<file path="src/rtl/uart_tx_serializer.sv">
// Byte-to-serial UART transmitter, 8 data bits, LSB first, 1 or 2 stop bits.
// Define UART_TX_PARITY_EN to insert an even-parity bit between data and stop.
//
// state    | meaning
// S_IDLE   | line high, ready to accept a byte
// S_START  | start bit (line low)
// S_DATA   | eight data bits, shift[0] on the line
// S_PARITY | even parity of the latched byte (parity build only)
// S_STOP   | STOP_BITS stop bits (line high)
module uart_tx_serializer #(
  parameter int CLK_FREQ  = 50_000_000,
  parameter int BAUD_RATE = 115200,
  parameter int STOP_BITS = 1
) (
  input  logic        clk,
  input  logic        rstn,
  input  logic        tx_en,
  input  logic [7:0]  tx_data,
  output logic        tx_rdy,
  output logic        tx,
  output logic        overrun,
  output logic [15:0] frame_cnt
);

  localparam int CLKS_PER_BIT = CLK_FREQ / BAUD_RATE;
  localparam int BW = (CLKS_PER_BIT > 1) ? $clog2(CLKS_PER_BIT) : 1;
  localparam logic [BW-1:0] BAUD_LAST = BW'(CLKS_PER_BIT - 1);
  localparam logic [2:0]    STOP_LAST = 3'(STOP_BITS - 1);

  typedef enum logic [2:0] {
    S_IDLE   = 3'd0,
    S_START  = 3'd1,
    S_DATA   = 3'd2,
    S_PARITY = 3'd3,
    S_STOP   = 3'd4
  } state_t;

  state_t        state_q, state_d;
  logic [BW-1:0] baud_q, baud_d;
  logic [2:0]    bit_q, bit_d;
  logic [7:0]    shift_q, shift_d;
  logic          tx_q, tx_d;
  logic          rdy_q, rdy_d;
  logic          ovr_q, ovr_d;
  logic [15:0]   cnt_q, cnt_d;
  logic          bit_end;
`ifdef UART_TX_PARITY_EN
  logic          par_q, par_d;
`endif

  assign bit_end = (baud_q == BAUD_LAST);

  // tx_d is the value the line takes after the coming edge, so every
  // transition also sets up the first bit of the state it enters.
  always_comb begin
    state_d = state_q;
    baud_d  = baud_q + BW'(1);
    bit_d   = bit_q;
    shift_d = shift_q;
    tx_d    = tx_q;
    rdy_d   = rdy_q;
    ovr_d   = tx_en & ~rdy_q;
    cnt_d   = cnt_q;
`ifdef UART_TX_PARITY_EN
    par_d   = par_q;
`endif
    case (state_q)
      S_IDLE: begin
        baud_d = '0;
        tx_d   = 1'b1;
        rdy_d  = 1'b1;
        if (tx_en) begin
          shift_d = tx_data;
`ifdef UART_TX_PARITY_EN
          par_d   = ^tx_data;
`endif
          state_d = S_START;
          tx_d    = 1'b0;
          rdy_d   = 1'b0;
        end
      end
      S_START: begin
        if (bit_end) begin
          state_d = S_DATA;
          baud_d  = '0;
          bit_d   = '0;
          tx_d    = shift_q[0];
        end
      end
      S_DATA: begin
        if (bit_end) begin
          baud_d = '0;
          if (bit_q == 3'd7) begin
            bit_d = '0;
`ifdef UART_TX_PARITY_EN
            state_d = S_PARITY;
            tx_d    = par_q;
`else
            state_d = S_STOP;
            tx_d    = 1'b1;
`endif
          end else begin
            bit_d   = bit_q + 3'd1;
            shift_d = {1'b0, shift_q[7:1]};
            tx_d    = shift_q[1];
          end
        end
      end
`ifdef UART_TX_PARITY_EN
      S_PARITY: begin
        if (bit_end) begin
          state_d = S_STOP;
          baud_d  = '0;
          bit_d   = '0;
          tx_d    = 1'b1;
        end
      end
`endif
      S_STOP: begin
        if (bit_end) begin
          baud_d = '0;
          if (bit_q == STOP_LAST) begin
            state_d = S_IDLE;
            rdy_d   = 1'b1;
            tx_d    = 1'b1;
            cnt_d   = cnt_q + 16'd1;
          end else begin
            bit_d = bit_q + 3'd1;
          end
        end
      end
      default: begin
        state_d = S_IDLE;
        baud_d  = '0;
        tx_d    = 1'b1;
        rdy_d   = 1'b1;
      end
    endcase
  end

  always_ff @(posedge clk or negedge rstn) begin
    if (!rstn) begin
      state_q <= S_IDLE;
      baud_q  <= '0;
      bit_q   <= '0;
      shift_q <= '0;
      tx_q    <= 1'b1;
      rdy_q   <= 1'b1;
      ovr_q   <= 1'b0;
      cnt_q   <= '0;
`ifdef UART_TX_PARITY_EN
      par_q   <= 1'b0;
`endif
    end else begin
      state_q <= state_d;
      baud_q  <= baud_d;
      bit_q   <= bit_d;
      shift_q <= shift_d;
      tx_q    <= tx_d;
      rdy_q   <= rdy_d;
      ovr_q   <= ovr_d;
      cnt_q   <= cnt_d;
`ifdef UART_TX_PARITY_EN
      par_q   <= par_d;
`endif
    end
  end

  assign tx        = tx_q;
  assign tx_rdy    = rdy_q;
  assign overrun   = ovr_q;
  assign frame_cnt = cnt_q;

endmodule
</file>
<file path="config.mk">
export PLATFORM = sky130hd
export DESIGN_NAME = uart_tx_serializer
export DESIGN_NICKNAME = d
export VERILOG_FILES = /design/src/rtl/uart_tx_serializer.sv
export SDC_FILE = /design/constraint.sdc
export NUM_CORES = 1
export LEC_CHECK = 0
export CAP_MARGIN = 20
export CORE_ASPECT_RATIO = 0.6
export CORE_MARGIN = 2
export CORE_UTILIZATION = 49
export CTS_BUF_LIST = sky130_fd_sc_hd__clkbuf_8
export CTS_CLUSTER_SIZE = 14
export DETAILED_ROUTE_END_ITERATION = 10
export GPL_TIMING_DRIVEN = 0
export HOLD_SLACK_MARGIN = 0.15
export MAX_ROUTING_LAYER = met4
export PLACE_DENSITY_LB_ADDON = 0.3
export SETUP_SLACK_MARGIN = 0.1
export SYNTH_ARGS = -nofsm -noshare
export SYNTH_HDL_FRONTEND = slang
export SYNTH_SLANG_ARGS = --single-unit
</file>
<file path="constraint.sdc">
create_clock -name clk -period 1.8 [get_ports clk]
set_input_delay 0.18 -clock clk [delete_from_list [all_inputs] [get_ports clk]]
set_output_delay 0.18 -clock clk [all_outputs]
set_load 0.1 [all_outputs]
</file>
== Yosys cells after proc, flatten, opt, wreduce, memory -nomap -nowiden ==
Cells that the tools add are included.
Word-level totals
  bits in registers: 42
  input bits: 11
  output and inout port bits: 19
  word-level logic and storage cells: 66
Operators by class
  add/sub/neg operators: 3
  equal/unequal tests: 13
  multiplexer cells: 27
  bitwise operators: 3
  reductions and logical operators: 12
Operator list (number)
  3-bit 2-to-1 mux: 11
  8-bit 2-to-1 mux: 3
  9-bit 2-to-1 mux: 2
  16-bit by 1-bit adder with 16-bit output (second input constant): 1
  2-bit inequality test (second input constant): 8
  8-bit case mux with 2 select lines: 1
  3-bit case mux with 4 select lines: 1
  9-bit by 1-bit adder with 9-bit output (second input constant): 1
  9-bit equality test (second input constant): 1
  3-bit case mux with 3 select lines: 1
  4-bit AND reduction: 2
  3-bit equality test (second input constant): 2
  3-bit zero test: 2
  1-bit 2-to-1 mux: 6
  3-bit AND reduction: 2
  6-bit AND reduction: 1
  5-bit AND reduction: 1
  1-bit case mux with 4 select lines: 1
  3-bit by 1-bit adder with 3-bit output (second input constant): 1
  3-bit by 1-bit equality test with 1-bit output (second input constant): 1
  3-bit by 2-bit equality test with 1-bit output (second input constant): 1
  1-bit case mux with 3 select lines: 1
  3-bit nonzero test: 1
  3-bit OR reduction: 1
  4 further kinds: 5

== Depth between registers and ports, before layout ==
Gate-level depths: netlist (run 1).
  word-level depth: 4
  mapped depth: 7
  mapped depth without buffers: 6

== Least setup slack after synthesis (run 1) ==
Ideal clock, no wire load.
  kind: register to register
  start: register cnt_q[0], in the netlist frame_cnt[0]
  end: register cnt_q[12], in the netlist frame_cnt[12]
  library setup time: 0.159 ns
  data arrival time: 2.067 ns
  required time: 1.641 ns
  path slack: -0.425 ns
  cell stages (with the launch flop): 6
  path buffers: 0
  path through: dfrtp_1 -> ha_1 -> nand3_1 -> nor4_1 -> nand4_1 -> xnor2_1
On the way
  longest elaborated chain between the ends: 1
RTL lines
  from (decl): RTL line 45  | logic [15:0] cnt_q, cnt_d;
  from (signal assigned): RTL line 162  | cnt_q <= cnt_d;
  16-bit by 1-bit adder with 16-bit output: RTL line 126  | cnt_d = cnt_q + 16'd1;
No other way between the ends.
A chain may end at the register's enable or synchronous reset.

== Worst setup path in the final report (run 1) ==
  start: register baud_q[0]
  end: register cnt_q[1], in the netlist frame_cnt[1]
On the way
  longest elaborated chain between the ends: 2
RTL lines
  from (decl): RTL line 39  | logic [BW-1:0] baud_q, baud_d;
  from (signal assigned): RTL line 156  | baud_q <= baud_d;
  9-bit equality test: RTL line 51  | assign bit_end = (baud_q == BAUD_LAST);
  3-bit AND reduction (no line)
No other way between the ends.

==> results of run 1 <==
area by class of cell:
type                    count  area share, %
plain buffers               6           1.19
well taps                  60           2.38
inverters                   8          0.951
repair buffers             51           16.1
flip-flops and latches     42           34.4
multi-input cells         147           41.6
clock buffers               8           3.49
cells in the mapped netlist:
cell type / n / area share [%]
sky130_fd_sc_hd__a2111oi_0: 1 / 0.40
sky130_fd_sc_hd__a211o_1: 1 / 0.40
sky130_fd_sc_hd__a211oi_2: 1 / 0.57
sky130_fd_sc_hd__a21oi_1: 2 / 0.45
sky130_fd_sc_hd__a2bb2oi_1: 2 / 0.80
sky130_fd_sc_hd__and2_1: 3 / 0.85
sky130_fd_sc_hd__and3_1: 2 / 0.57
sky130_fd_sc_hd__and4_1: 1 / 0.40
sky130_fd_sc_hd__buf_1: 2 / 0.34
sky130_fd_sc_hd__buf_2: 3 / 0.68
sky130_fd_sc_hd__buf_4: 1 / 0.34
sky130_fd_sc_hd__dfrtp_1: 40 / 45
sky130_fd_sc_hd__dfstp_2: 2 / 2.4
sky130_fd_sc_hd__ha_1: 6 / 3.4
sky130_fd_sc_hd__inv_1: 8 / 1.4
sky130_fd_sc_hd__mux2_2: 18 / 9.2
sky130_fd_sc_hd__nand2_1: 12 / 2.0
sky130_fd_sc_hd__nand2b_1: 3 / 0.85
sky130_fd_sc_hd__nand3_1: 11 / 2.5
sky130_fd_sc_hd__nand4_1: 10 / 2.8
sky130_fd_sc_hd__nand4b_1: 1 / 0.40
sky130_fd_sc_hd__nand4bb_1: 1 / 0.51
sky130_fd_sc_hd__nor2_1: 20 / 3.4
sky130_fd_sc_hd__nor2b_1: 4 / 1.1
sky130_fd_sc_hd__nor3_1: 2 / 0.45
sky130_fd_sc_hd__nor3_2: 1 / 0.45
sky130_fd_sc_hd__nor3b_1: 2 / 0.68
sky130_fd_sc_hd__nor4_1: 2 / 0.57
sky130_fd_sc_hd__nor4_2: 1 / 0.57
sky130_fd_sc_hd__nor4_4: 2 / 1.9
sky130_fd_sc_hd__o21a_1: 2 / 0.68
sky130_fd_sc_hd__o21ai_0: 3 / 0.68
sky130_fd_sc_hd__o21bai_1: 1 / 0.34
sky130_fd_sc_hd__o22ai_1: 1 / 0.28
sky130_fd_sc_hd__o311a_1: 1 / 0.45
sky130_fd_sc_hd__o311ai_0: 1 / 0.40
sky130_fd_sc_hd__or2_2: 1 / 0.28
sky130_fd_sc_hd__or3_4: 1 / 0.51
sky130_fd_sc_hd__or3b_1: 1 / 0.40
sky130_fd_sc_hd__or3b_2: 1 / 0.40
sky130_fd_sc_hd__or3b_4: 1 / 0.51
sky130_fd_sc_hd__xnor2_1: 19 / 7.6
sky130_fd_sc_hd__xor2_1: 4 / 1.6
routing by layer:
metal | GRT usage [%] | share of wire (%)
met5 | - | 0
met4 | 7.25 | 1.0
met3 | 6.50 | 4.6
met2 | 29.0 | 45
met1 | 31.8 | 49
cell families (layout without fill, tap and decap cells):
logic type               after synthesis  after routing  share of synthesized area [%]
flip-flops                            42             42                           47.8
AND/OR/NAND/NOR                       83             84                           22.3
AO/OA/AOI/OAI                         16             16                           5.45
buffers and inverters                 14             73                           2.73
adder cells (fa/ha/maj)                6              6                           3.41
XOR/XNOR                              23             23                           9.14
multiplexers                          18             18                           9.20
report_power, final:
group / internal, W / switching, W / total (W)
Combinational: 0.000279 / 0.000258 / 0.000537
Sequential: 0.00105 / 0.000135 / 0.00118
Clock: 0.000387 / 0.000319 / 0.000707
Total: 0.00172 / 0.000712 / 0.00243
worst paths after layout:
check	start	to	slack (ps)
min reg2reg	frame_cnt[15]$_DFFE_PN0P_	frame_cnt[15]$_DFFE_PN0P_	470
max	baud_q[0]$_DFF_PN0_	frame_cnt[1]$_DFFE_PN0P_	-100
min in group clk	frame_cnt[15]$_DFFE_PN0P_	frame_cnt[15]$_DFFE_PN0P_	470
max reg2reg	baud_q[0]$_DFF_PN0_	frame_cnt[1]$_DFFE_PN0P_	-100
min	rstn	frame_cnt[0]$_DFFE_PN0P_	250
max in group asynchronous	rstn	tx_rdy$_DFFE_PN1P_	1050
registers in the layout (all words and copies together), names as in the netlist:
| name | cells |
|---|---|
| frame_cnt | 16 |
| tx_rdy | 1 |
| baud_q | 9 |
| shift_q | 8 |
| overrun | 1 |
| tx | 1 |
| state_q | 3 |
| bit_q | 3 |
stage by stage:
stage	cell area (um^2)	utilization, %
4_1_cts	2980	70.9
3_3_place_gp	2660	63.2
6_report	3160	75.0
5_1_grt	3160	75.0
2_1_floorplan	2290	-
3_5_place_dp	2680	63.5
what timing repair did:
action                                  CTS  global route
pin swaps                                 9            10
buffers inserted                          9            10
endpoints found under the hold margin    40             0
resized for setup                        74            28
endpoints found under the setup margin   56            37
hold buffers                              1             0
cloned                                    1             1
==> qor.json, run 1 <==
{
  "achievable-frequency_ghz": 0.526,
  "grt_first_pass_wirelength_um": 8400,
  "mostFrequentLayoutCells": "sky130_fd_sc_hd__dfrtp_1 (25), sky130_fd_sc_hd__nor2_1 (20), sky130_fd_sc_hd__xnor2_1 (17)",
  "cts_inserted_buffers": 5,
  "worst_ep_arrival_time_ps": 2080,
  "yosysUniqueCellTypes": 43,
  "grt_overflow_total": 0,
  "clock_latency_at_the_later_pin_of_the_worst_skew_pair_ps": 300,
  "worstRegToRegCells": 7,
  "final_cells": 322,
  "power_per_unit_of_standard_cell_area_nw_per_um2": 769,
  "place.detailed.instances": 292,
  "timing_max_transition_violations_final": 0,
  "detail_route.wl_per_cell_um": 16.4,
  "critical-path-top-cell-by-count": "sky130_fd_sc_hd__buf_4",
  "largest_net_degree_at_the_start_of_global_routing": 36,
  "route.detailed.vias_per_inst": 5.35,
  "initial_utilization_pct": 52.3,
  "tritoncts": "yes",
  "place.port_buffers": 29,
  "status": "finished with violations",
  "slowest_delay_ps": 440,
  "finish.net_count": 278,
  "share_of_synthesized_area_occupied_by_flip_flops_and_latches_pct": 47.8,
  "timing.critical_path.fanout_max": 5,
  "core-area_um2": 4210,
  "final_critical_path_setup_slack_ps": -102,
  "wirelength_routed_um": 5290,
  "gp_routability_congestion": 0.861,
  "worstPathRequired_ps": 1980,
  "synth.ff_latch_count": 42,
  "htree_levels": 2,
  "violations": "setup timing",
  "cell_count_after_synthesis": 202,
  "max-clock-path-buffers": 2,
  "final-hold-violation-count": 0,
  "worst_hold_path_type": "in -> async",
  "clock-root-buffer": "sky130_fd_sc_hd__clkbuf_8",
  "layout.cells.most_common": "sky130_fd_sc_hd__dfrtp_1",
  "first_pass_iters": 4,
  "multiInputGateArea_um2": 1310,
  "gr-usage-all-layers_pct": 21.9,
  "maxSlewHeadroom_pct": 36.9,
  "core.rowCount": 18,
  "path_clk_slew_ps": 70,
  "fill_count": 250,
  "drv.max_cap_violation_count": 0,
  "crit_family": "buffers and inverters",
  "post_layout_minimum_cycle_time_ps": 1900,
  "placement_setup_slack_ps": -263,
  "synth_warnings": 0,
  "timing.critical_path.cells": "ha_4, nand4b_1, buf_4, buf_4, nor4_4, buf_6, mux2_4",
  "peakVddDrop_mv": 0.820,
  "cp_launch_type": "register",
  "die-width_um": 90.6,
  "seq_area_um2": 1080,
  "drc": 0,
  "avg_cell_area_syn_um2": 10.9,
  "fin_crit_sh_pct": 106,
  "drt-initial-drc-count": 77,
  "power_w": 0.00243,
  "finClkSkew_ps": 5.57,
  "die-height_um": 55.9,
  "first_global_vias": 1669,
  "finalSetupViolations": 19,
  "p_leak_nw": 1.32,
  "post_route_cells_drive_above_1_share_pct": 46.2,
  "io_pins": 30,
  "mappedNetlistNets": 219,
  "dieArea_um2": 5070,
  "antenna_diode_count": 0,
  "fin_hold_ws_ps": 252,
  "worstSetupPathType": "reg -> reg",
  "grt_setup_unrepaired": "true",
  "vias": 1723,
  "cp_num_buf_inv": 3,
  "critical-path-slowest-cell": "sky130_fd_sc_hd__dfrtp_1",
  "hpwlAfterDp_um": 3160,
  "finalSetupTns_ps": -798,
  "cts_num_sinks": 42,
  "mappedNetlistArea_um2": 2200,
  "cp-end-kind": "register",
  "final_antenna_net_count": 0,
  "antenna_found_initial": 0,
  "flow.area_growth_from_synthesis_pct": 43.3,
  "max_slew.worst_pin.slew_ps": 951,
  "cp_num_cells": 7
}
No activity file was read; power rests on OpenSTA's default activity.
==> run 2: changes to the inputs <==
--- a/config.mk
+++ b/config.mk
@@ -15,7 +15,7 @@
 export GPL_TIMING_DRIVEN = 0
 export HOLD_SLACK_MARGIN = 0.15
 export MAX_ROUTING_LAYER = met4
-export PLACE_DENSITY_LB_ADDON = 0.3
+export PLACE_DENSITY_LB_ADDON = 0.08
 export SETUP_SLACK_MARGIN = 0.1
 export SYNTH_ARGS = -nofsm -noshare
 export SYNTH_HDL_FRONTEND = slang
==> qor.json, run 2 (same netlist as run 1, synthesis figures left out) <==
{
  "antenna_diode_count": {"value": 0, "change": "unchanged"},
  "final_critical_path_setup_slack": {"value": -0.985, "unit": "ps", "change": "+101 ps"},
  "path_clk_slew": {"value": 90, "unit": "ps", "change": "+20 ps"},
  "power_per_unit_of_standard_cell_area": {"value": 823, "unit": "nW/um^2", "change": "+7.0%"},
  "cp_num_buf_inv": {"value": 1, "change": "-2"},
  "grt_first_pass_wirelength": {"value": 8310, "unit": "um", "change": "-1.2%"},
  "stdcell_area": {"value": 3170, "unit": "um^2", "change": "+0.28%"},
  "critical-path-slowest-cell": "sky130_fd_sc_hd__dfrtp_1",
  "core-area": {"value": 4210, "unit": "um^2", "change": "unchanged"},
  "tritoncts": "yes",
  "io_pins": {"value": 30, "change": "unchanged"},
  "final_antenna_net_count": {"value": 0, "change": "unchanged"},
  "timing_max_transition_violations_final": {"value": 0, "change": "unchanged"},
  "dieArea": {"value": 5070, "unit": "um^2", "change": "unchanged"},
  "finalSetupTns": {"value": -0.985, "unit": "ps", "change": "+797 ps"},
  "p_leak": {"value": 1.31, "unit": "nW", "change": "-0.27%"},
  "timing.critical_path.cells": "inv_2, ha_4, nand4b_1, or2_4, a211oi_4, mux2_4",
  "post_layout_minimum_cycle_time": {"value": 1800, "unit": "ps", "change": "-101 ps"},
  "violations": "setup timing",
  "die-width": {"value": 90.6, "unit": "um", "change": "unchanged"},
  "fill_count": {"value": 286, "change": "+14%"},
  "max-clock-path-buffers": {"value": 2, "change": "unchanged"},
  "drv.max_cap_violation_count": {"value": 0, "change": "unchanged"},
  "finalSetupViolations": {"value": 1, "change": "-18"},
  "clock_latency_at_the_later_pin_of_the_worst_skew_pair": {"value": 300, "unit": "ps", "change": "about the same"},
  "grt_overflow_total": {"value": 0, "change": "unchanged"},
  "crit_family": "simple AND/OR/NAND/NOR gates",
  "status": "finished with violations",
  "multiInputGateArea": {"value": 1320, "unit": "um^2", "change": "+0.86%"},
  "cp-end-kind": "register",
  "worstSetupPathType": "reg -> reg",
  "largest_net_degree_at_the_start_of_global_routing": {"value": 43, "change": "+19%"},
  "cts_num_sinks": {"value": 42, "change": "unchanged"},
  "final-hold-violation-count": {"value": 0, "change": "unchanged"},
  "route.detailed.vias_per_inst": {"value": 5.47, "change": "+2.2%"},
  "worst_hold_path_type": "in -> reg",
  "peakVddDrop": {"value": 0.771, "unit": "mV", "change": "-6.0%"},
  "grt_setup_unrepaired": "true",
  "drt-initial-drc-count": {"value": 91, "change": "+18%"},
  "placement_setup_slack": {"value": -126, "unit": "ps", "change": "+137 ps"},
  "mostFrequentLayoutCells": "sky130_fd_sc_hd__dfrtp_1 (24), sky130_fd_sc_hd__nor2_1 (20), sky130_fd_sc_hd__xnor2_1 (17)",
  "clock-root-buffer": "sky130_fd_sc_hd__clkbuf_8",
  "flow.area_growth_from_synthesis_pct": 43.7,
  "timing.critical_path.fanout_max": {"value": 3, "change": "-2"},
  "wirelength_routed": {"value": 5270, "unit": "um", "change": "-0.40%"},
  "worst_ep_arrival_time": {"value": 2000, "unit": "ps", "change": "-80 ps"},
  "hpwlAfterDp": {"value": 3290, "unit": "um", "change": "+4.3%"},
  "place.port_buffers": {"value": 29, "change": "unchanged"},
  "placement_cell_area": {"value": 2660, "unit": "um^2", "change": "-0.75%"},
  "first_global_vias": {"value": 1707, "change": "+2.3%"},
  "die-height": {"value": 55.9, "unit": "um", "change": "unchanged"},
  "layout.cells.most_common": "sky130_fd_sc_hd__dfrtp_1",
  "cts_inserted_buffers": {"value": 5, "change": "unchanged"},
  "drc": {"value": 0, "change": "unchanged"},
  "final_util": {"value": 75.2, "unit": "%", "change": "+0.21 points"},
  "post_route_cells_drive_above_1_share": {"value": 44.4, "unit": "%", "change": "-1.8 points"},
  "core.rowCount": {"value": 18, "change": "unchanged"},
  "cp_launch_type": "register",
  "vias": {"value": 1744, "change": "+1.2%"},
  "initial_utilization": {"value": 52.3, "unit": "%", "change": "unchanged"},
  "finish.net_count": {"value": 275, "change": "-1.1%"},
  "slowest_delay": {"value": 390, "unit": "ps", "change": "-50 ps"},
  "finClkSkew": {"value": 9.69, "unit": "ps", "change": "+4.12 ps"},
  "fin_crit_sh": {"value": 100, "unit": "%", "change": "-5.6 points"},
  "htree_levels": {"value": 2, "change": "unchanged"},
  "gp_routability_congestion": {"value": 0.882, "change": "+2.5%"},
  "gr-usage-all-layers": {"value": 21.3, "unit": "%", "change": "-0.55 points"},
  "antenna_found_initial": {"value": 0, "change": "unchanged"},
  "maxSlewHeadroom": {"value": 36.8, "unit": "%", "change": "-0.12 points"},
  "max_slew.worst_pin.slew": {"value": 953, "unit": "ps", "change": "+1.82 ps"},
  "detail_route.wl_per_cell": {"value": 16.5, "unit": "um", "change": "+0.54%"},
  "first_pass_iters": {"value": 4, "change": "unchanged"},
  "worstPathRequired": {"value": 2000, "unit": "ps", "change": "+20 ps"},
  "fin_hold_ws": {"value": 459, "unit": "ps", "change": "+207 ps"},
  "largest_register_ffs": {"value": 16, "change": "unchanged"},
  "seq_area": {"value": 1090, "unit": "um^2", "change": "+0.12%"},
  "achievable-frequency": {"value": 0.555, "unit": "GHz", "change": "+5.6%"}
}
run 2: changes by cell type in the layout (fill, tap and decap cells not counted), sizes merged:
cell,delta
buf,-2
bufinv,+2
clkdlybuf4s15,+2
clkbuf,-5
run 2: metrics by stage:
| stage | power (W) | std cells |
|---|---|---|
| 6_report | 0.00261 | 319 |
| 5_1_grt | 0.00273 | 319 |
| 4_1_cts | 0.00254 | 313 |
| 3_5_place_dp | 0.00155 | 291 |
| 3_3_place_gp | 0.00153 | 291 |
| 2_1_floorplan | 0.00143 | 202 |
run 2: layer usage:
metal | vias to the layer above | share of wire (%) | GRT usage [%]
met1 | 871 | 47 | 30.1
met4 | 0 | 0.74 | 5.93
li1 | 816 | - | -
met5 | - | 0 | -
met2 | 53 | 46 | 30.8
met3 | 4 | 5.7 | 5.15
run 2: final cells by class:
type                            instances  share of cell area [%]
Buffer                                  6                    1.15
Clock buffer                            6                    2.61
Clock inverter                          2                    1.90
Inverter                                8                   0.949
Multi-Input combinational cell        147                    41.8
Sequential cell                        42                    34.3
Tap cell                               60                    2.37
Timing Repair Buffer                   48                    14.9
run 2: repair_timing:
action / CTS / global route
hold buffers: 1 / 0
gates cloned: 1 / 1
pin swaps: 10 / 13
resized for setup: 74 / 25
endpoints found under the hold margin: 40 / 0
setup buffers: 12 / 6
endpoints found under the setup margin: 57 / 34
run 2: worst paths after layout:
| kind | from | endpoint | slack [ps] | cells past startpoint |
|---|---|---|---|---|
| min in group asynchronous | rstn | frame_cnt[6]$_DFFE_PN0P_ | 590 | 2 |
| max | baud_q[1]$_DFF_PN0_ | bit_q[0]$_DFFE_PN0P_ | -1 | 6 |
| min | tx_data[7] | shift_q[7]$_DFFE_PN0P_ | 460 | 3 |
| max reg2reg | baud_q[1]$_DFF_PN0_ | bit_q[0]$_DFFE_PN0P_ | -1 | 6 |
| min reg2reg | frame_cnt[15]$_DFFE_PN0P_ | frame_cnt[15]$_DFFE_PN0P_ | 470 | 1 |
| max in group asynchronous | rstn | frame_cnt[2]$_DFFE_PN0P_ | 530 | 2 |
run 2: power breakdown:
group          internal (W)  switching (W)
clock              0.000592       0.000348
combinational      0.000253       0.000256
sequential          0.00105       0.000107
run 2: worst reg2reg max path, stage by stage, from the launching register on:
cell	delay [ps]
sky130_fd_sc_hd__dfrtp_1	390
sky130_fd_sc_hd__inv_2	70
sky130_fd_sc_hd__ha_4	130
sky130_fd_sc_hd__nand4b_1	140
sky130_fd_sc_hd__or2_4	290
sky130_fd_sc_hd__a211oi_4	340
sky130_fd_sc_hd__mux2_4	340
==> run 3: changes to the inputs <==
--- a/config.mk
+++ b/config.mk
@@ -5,6 +5,7 @@
 export SDC_FILE = /design/constraint.sdc
 export NUM_CORES = 1
 export LEC_CHECK = 0
+export ABC_AREA = 1
 export CAP_MARGIN = 20
 export CORE_ASPECT_RATIO = 0.6
 export CORE_MARGIN = 2
==> constraint.sdc (replaced) <==
create_clock -name clk -period 1.9 [get_ports clk]
set_input_delay 0.19 -clock clk [delete_from_list [all_inputs] [get_ports clk]]
set_output_delay 0.19 -clock clk [all_outputs]
set_load 0.1 [all_outputs]
==> qor.json, run 3 <==
{
  "p_leak": {"value": 1.53, "unit": "nW", "change": "+16%"},
  "htree_levels": {"value": 2, "change": "unchanged"},
  "critical-path-slowest-cell": "sky130_fd_sc_hd__dlygate4sd2_1",
  "achievable-frequency_ghz": 0.571,
  "groute.layer.met1.usage": {"value": 31.8, "unit": "%", "change": "+1.6 points"},
  "slowest_delay": {"value": 870, "unit": "ps", "change": "+480 ps"},
  "post_synth_main_area_contributors": "sky130_fd_sc_hd__dfrtp_1 (41%), sky130_fd_sc_hd__nand2_1 (19%), sky130_fd_sc_hd__inv_1 (5.9%), sky130_fd_sc_hd__nand3_1 (5.4%), sky130_fd_sc_hd__nor2_1 (4.2%)",
  "power_per_unit_of_standard_cell_area": {"value": 535, "unit": "nW/um^2", "change": "-35%"},
  "worstPathRequired": {"value": 1710, "unit": "ps", "change": "-290 ps"},
  "finalSetupViolations": {"value": 0, "change": "-1"},
  "final_util": {"value": 61.7, "unit": "%", "change": "-13 points"},
  "worst_hold_path_type": "in -> async",
  "grt_use_met3": {"value": 4.87, "unit": "%", "change": "-0.28 points"},
  "cp_launch_type": "register",
  "yosysUniqueCellTypes": {"value": 28, "change": "-35%"},
  "core-area": {"value": 4680, "unit": "um^2", "change": "+11%"},
  "finish.net_count": {"value": 382, "change": "+39%"},
  "clock-root-buffer": "sky130_fd_sc_hd__clkbuf_8",
  "die-width": {"value": 94.9, "unit": "um", "change": "+4.8%"},
  "post_route_cells_drive_above_1_share": {"value": 13.4, "unit": "%", "change": "-31 points"},
  "stdcell_area": {"value": 2890, "unit": "um^2", "change": "-8.7%"},
  "drv.max_cap_violation_count": {"value": 0, "change": "unchanged"},
  "mappedNetlistArea": {"value": 2430, "unit": "um^2", "change": "+10%"},
  "maxSlewHeadroom": {"value": 36.0, "unit": "%", "change": "-0.71 points"},
  "placement_cell_area": {"value": 2820, "unit": "um^2", "change": "+6.3%"},
  "gp_routability_congestion": {"value": 0.849, "change": "-3.8%"},
  "path_clk_slew": {"value": 90, "unit": "ps", "change": "about the same"},
  "dieArea": {"value": 5560, "unit": "um^2", "change": "+9.7%"},
  "detail_route.wl_per_cell": {"value": 12.1, "unit": "um", "change": "-27%"},
  "route.detailed.vias_per_inst": {"value": 4.95, "change": "-9.4%"},
  "critical_path.reg2reg.startpoint": "bit_q[0]$_DFFE_PN0P_",
  "fin_crit_sh_pct": 92.1,
  "crit_family": "buffers and inverters",
  "place.detailed.instances": {"value": 420, "change": "+44%"},
  "drt-initial-drc-count": {"value": 109, "change": "+20%"},
  "mostFrequentLayoutCells": "sky130_fd_sc_hd__nand2_1 (126), sky130_fd_sc_hd__inv_1 (39), sky130_fd_sc_hd__dfrtp_1 (34)",
  "grt_busiest_layer": "met2",
  "flow.area_growth_from_synthesis_pct": 18.8,
  "io_pins": {"value": 30, "change": "unchanged"},
  "synth.ff_latch_count": {"value": 42, "change": "unchanged"},
  "cts_inserted_buffers": {"value": 5, "change": "unchanged"},
  "timing.critical_path.fanout_max": {"value": 5, "change": "+2"},
  "gr-usage-all-layers": {"value": 21.9, "unit": "%", "change": "+0.57 points"},
  "netlist_top_cells_count": "sky130_fd_sc_hd__nand2_1 (126), sky130_fd_sc_hd__dfrtp_1 (40), sky130_fd_sc_hd__inv_1 (38)",
  "cp-startpoint": "frame_cnt[9]$_DFFE_PN0P_",
  "globalRouteMet2Util": {"value": 31.9, "unit": "%", "change": "+1.1 points"},
  "antenna_found_initial": {"value": 0, "change": "unchanged"},
  "grt_setup_unrepaired": "false",
  "wirelength_routed": {"value": 5170, "unit": "um", "change": "-1.8%"},
  "core.rowCount": {"value": 19, "change": "+1"},
  "async_reset_ff_share": {"value": 100, "unit": "%", "change": "unchanged"},
  "initial_utilization": {"value": 51.9, "unit": "%", "change": "-0.41 points"},
  "worstSetupPathType": "reg -> out",
  "max-clock-path-buffers": {"value": 2, "change": "unchanged"},
  "share_of_synthesized_area_occupied_by_flip_flops_and_latches": {"value": 43.3, "unit": "%", "change": "-4.5 points"},
  "final_cells": {"value": 429, "change": "+34%"},
  "finClkSkew": {"value": 9.61, "unit": "ps", "change": "-0.0871 ps"},
  "largest_net_degree_at_the_start_of_global_routing": {"value": 29, "change": "-33%"},
  "hpwlAfterDp": {"value": 3940, "unit": "um", "change": "+20%"},
  "mappedNetlistNets": {"value": 344, "change": "+57%"},
  "postCtsSetupBuffers": {"value": 0, "change": "-12"},
  "grt_overflow_total": {"value": 0, "change": "unchanged"},
  "cp_num_buf_inv": {"value": 1, "change": "unchanged"},
  "clock_latency_at_the_later_pin_of_the_worst_skew_pair": {"value": 290, "unit": "ps", "change": "about the same"},
  "drc": {"value": 0, "change": "unchanged"},
  "first_pass_iters": {"value": 5, "change": "+1"},
  "yosysTopAreaCell": "sky130_fd_sc_hd__dfrtp_1",
  "peakVddDrop": {"value": 0.365, "unit": "mV", "change": "-53%"},
  "post-synth-top-area-fraction": {"value": 41.2, "unit": "%", "change": "-4.3 points"},
  "avg_cell_area_syn": {"value": 7.43, "unit": "um^2", "change": "-32%"},
  "post_layout_minimum_cycle_time_ps": 1750,
  "place.port_buffers": {"value": 29, "change": "unchanged"},
  "cell_count_after_synthesis": {"value": 327, "change": "+62%"},
  "cts_num_sinks": {"value": 42, "change": "unchanged"},
  "grt_first_pass_wirelength": {"value": 9210, "unit": "um", "change": "+11%"},
  "layout.cells.most_common": "sky130_fd_sc_hd__nand2_1",
  "synth_warnings": {"value": 0, "change": "unchanged"},
  "power": {"value": 0.00155, "unit": "W", "change": "-41%"},
  "largest_register_ffs": {"value": 16, "change": "unchanged"},
  "antenna_diode_count": {"value": 0, "change": "unchanged"},
  "final-hold-violation-count": {"value": 0, "change": "unchanged"},
  "vias": {"value": 2124, "change": "+22%"},
  "timing_max_transition_violations_final": {"value": 0, "change": "unchanged"},
  "synth_flop_cell": "sky130_fd_sc_hd__dfrtp_1",
  "first_global_vias": {"value": 2003, "change": "+17%"},
  "final_antenna_net_count": {"value": 0, "change": "unchanged"},
  "die-height": {"value": 58.6, "unit": "um", "change": "+4.7%"},
  "cp-end-kind": "output pin",
  "status": "complete, no violations",
  "timing.critical_path.cells": "dlygate4sd2_1",
  "max_slew.worst_pin.slew": {"value": 963, "unit": "ps", "change": "+10.7 ps"},
  "worst_ep_arrival_time": {"value": 1560, "unit": "ps", "change": "-440 ps"},
  "most_frequent_cell_after_synthesis": "sky130_fd_sc_hd__nand2_1",
  "synth_enable_flop_cells": {"value": 0, "change": "unchanged"},
  "tritoncts": "yes"
}
-- run 3: changes by cell type after synthesis, sizes merged, moves of 12 or more --
cell,before,now
nand2,12,134
xnor2,19,1
nand3,11,30
nor2,20,32
inv,8,40
mux2,18,0
-- run 3: cell type report --
type	instances	area (um^2)
Sequential cell	42	1060
Buffer	2	22.5
Clock inverter	2	8.76
Tap cell	63	78.8
Multi-Input combinational cell	242	1200
Inverter	41	155
Clock buffer	6	82.6
Fill cell	442	1790
Timing Repair Buffer	31	280
-- run 3: power breakdown --
group          total (W)  internal [W]  switching (W)  leakage [nW]
Sequential      0.000893      0.000893              0         0.550
Combinational  0.0000501     0.0000256      0.0000246         0.923
Clock           0.000604      0.000289       0.000315        0.0524
Total            0.00155       0.00121       0.000340          1.53
-- run 3: through the flow --
stage               hold slack, ps  worst slack [ps]  setup TNS [ps]
floorplan                     -106               107               0
global placement               455              -710          -23000
detailed placement             128              57.9               0
CTS                            349              3.93               0
global route                   390               102               0
finish                         330               150               0
-- run 3: repair_timing --
item,CTS,global route
hold buffers,1,0
cloned,0,0
gates resized for setup,25,15
endpoints found under the setup margin,19,9
hold endpoints to repair,36,0
-- run 3: metal layers --
layer | wire (um) | part of all wire, %
met5 | 0 | 0
met4 | 15 | 0.29
met3 | 197 | 3.8
met2 | 2090 | 40
met1 | 2870 | 55
-- run 3: kinds of logic (layout without fill, tap and decap cells) --
kind of cell	Yosys count	after routing	share of synthesized area, %
xor gates and xnor gates	3	3	1.08
AOI/OAI and AO/OA	17	17	3.65
buffers and inverters	43	82	7.31
and+or+nand+nor	216	216	41.5
DFF	42	42	43.3
adders and majority gates	6	6	3.09
-- run 3: worst paths after layout --
kind | end | slack (ps) | cells after the start
min in group clk | shift_q[7]$_DFFE_PN0P_ | 460 | 3
hold reg to reg | tx$_DFFE_PN1P_ | 470 | 2
setup reg to reg | shift_q[0]$_DFFE_PN0P_ | 290 | 8
max in group asynchronous | frame_cnt[1]$_DFFE_PN0P_ | 1080 | 3
setup / recovery | frame_cnt[9] | 150 | 1
hold / removal | baud_q[4]$_DFF_PN0_ | 330 | 2
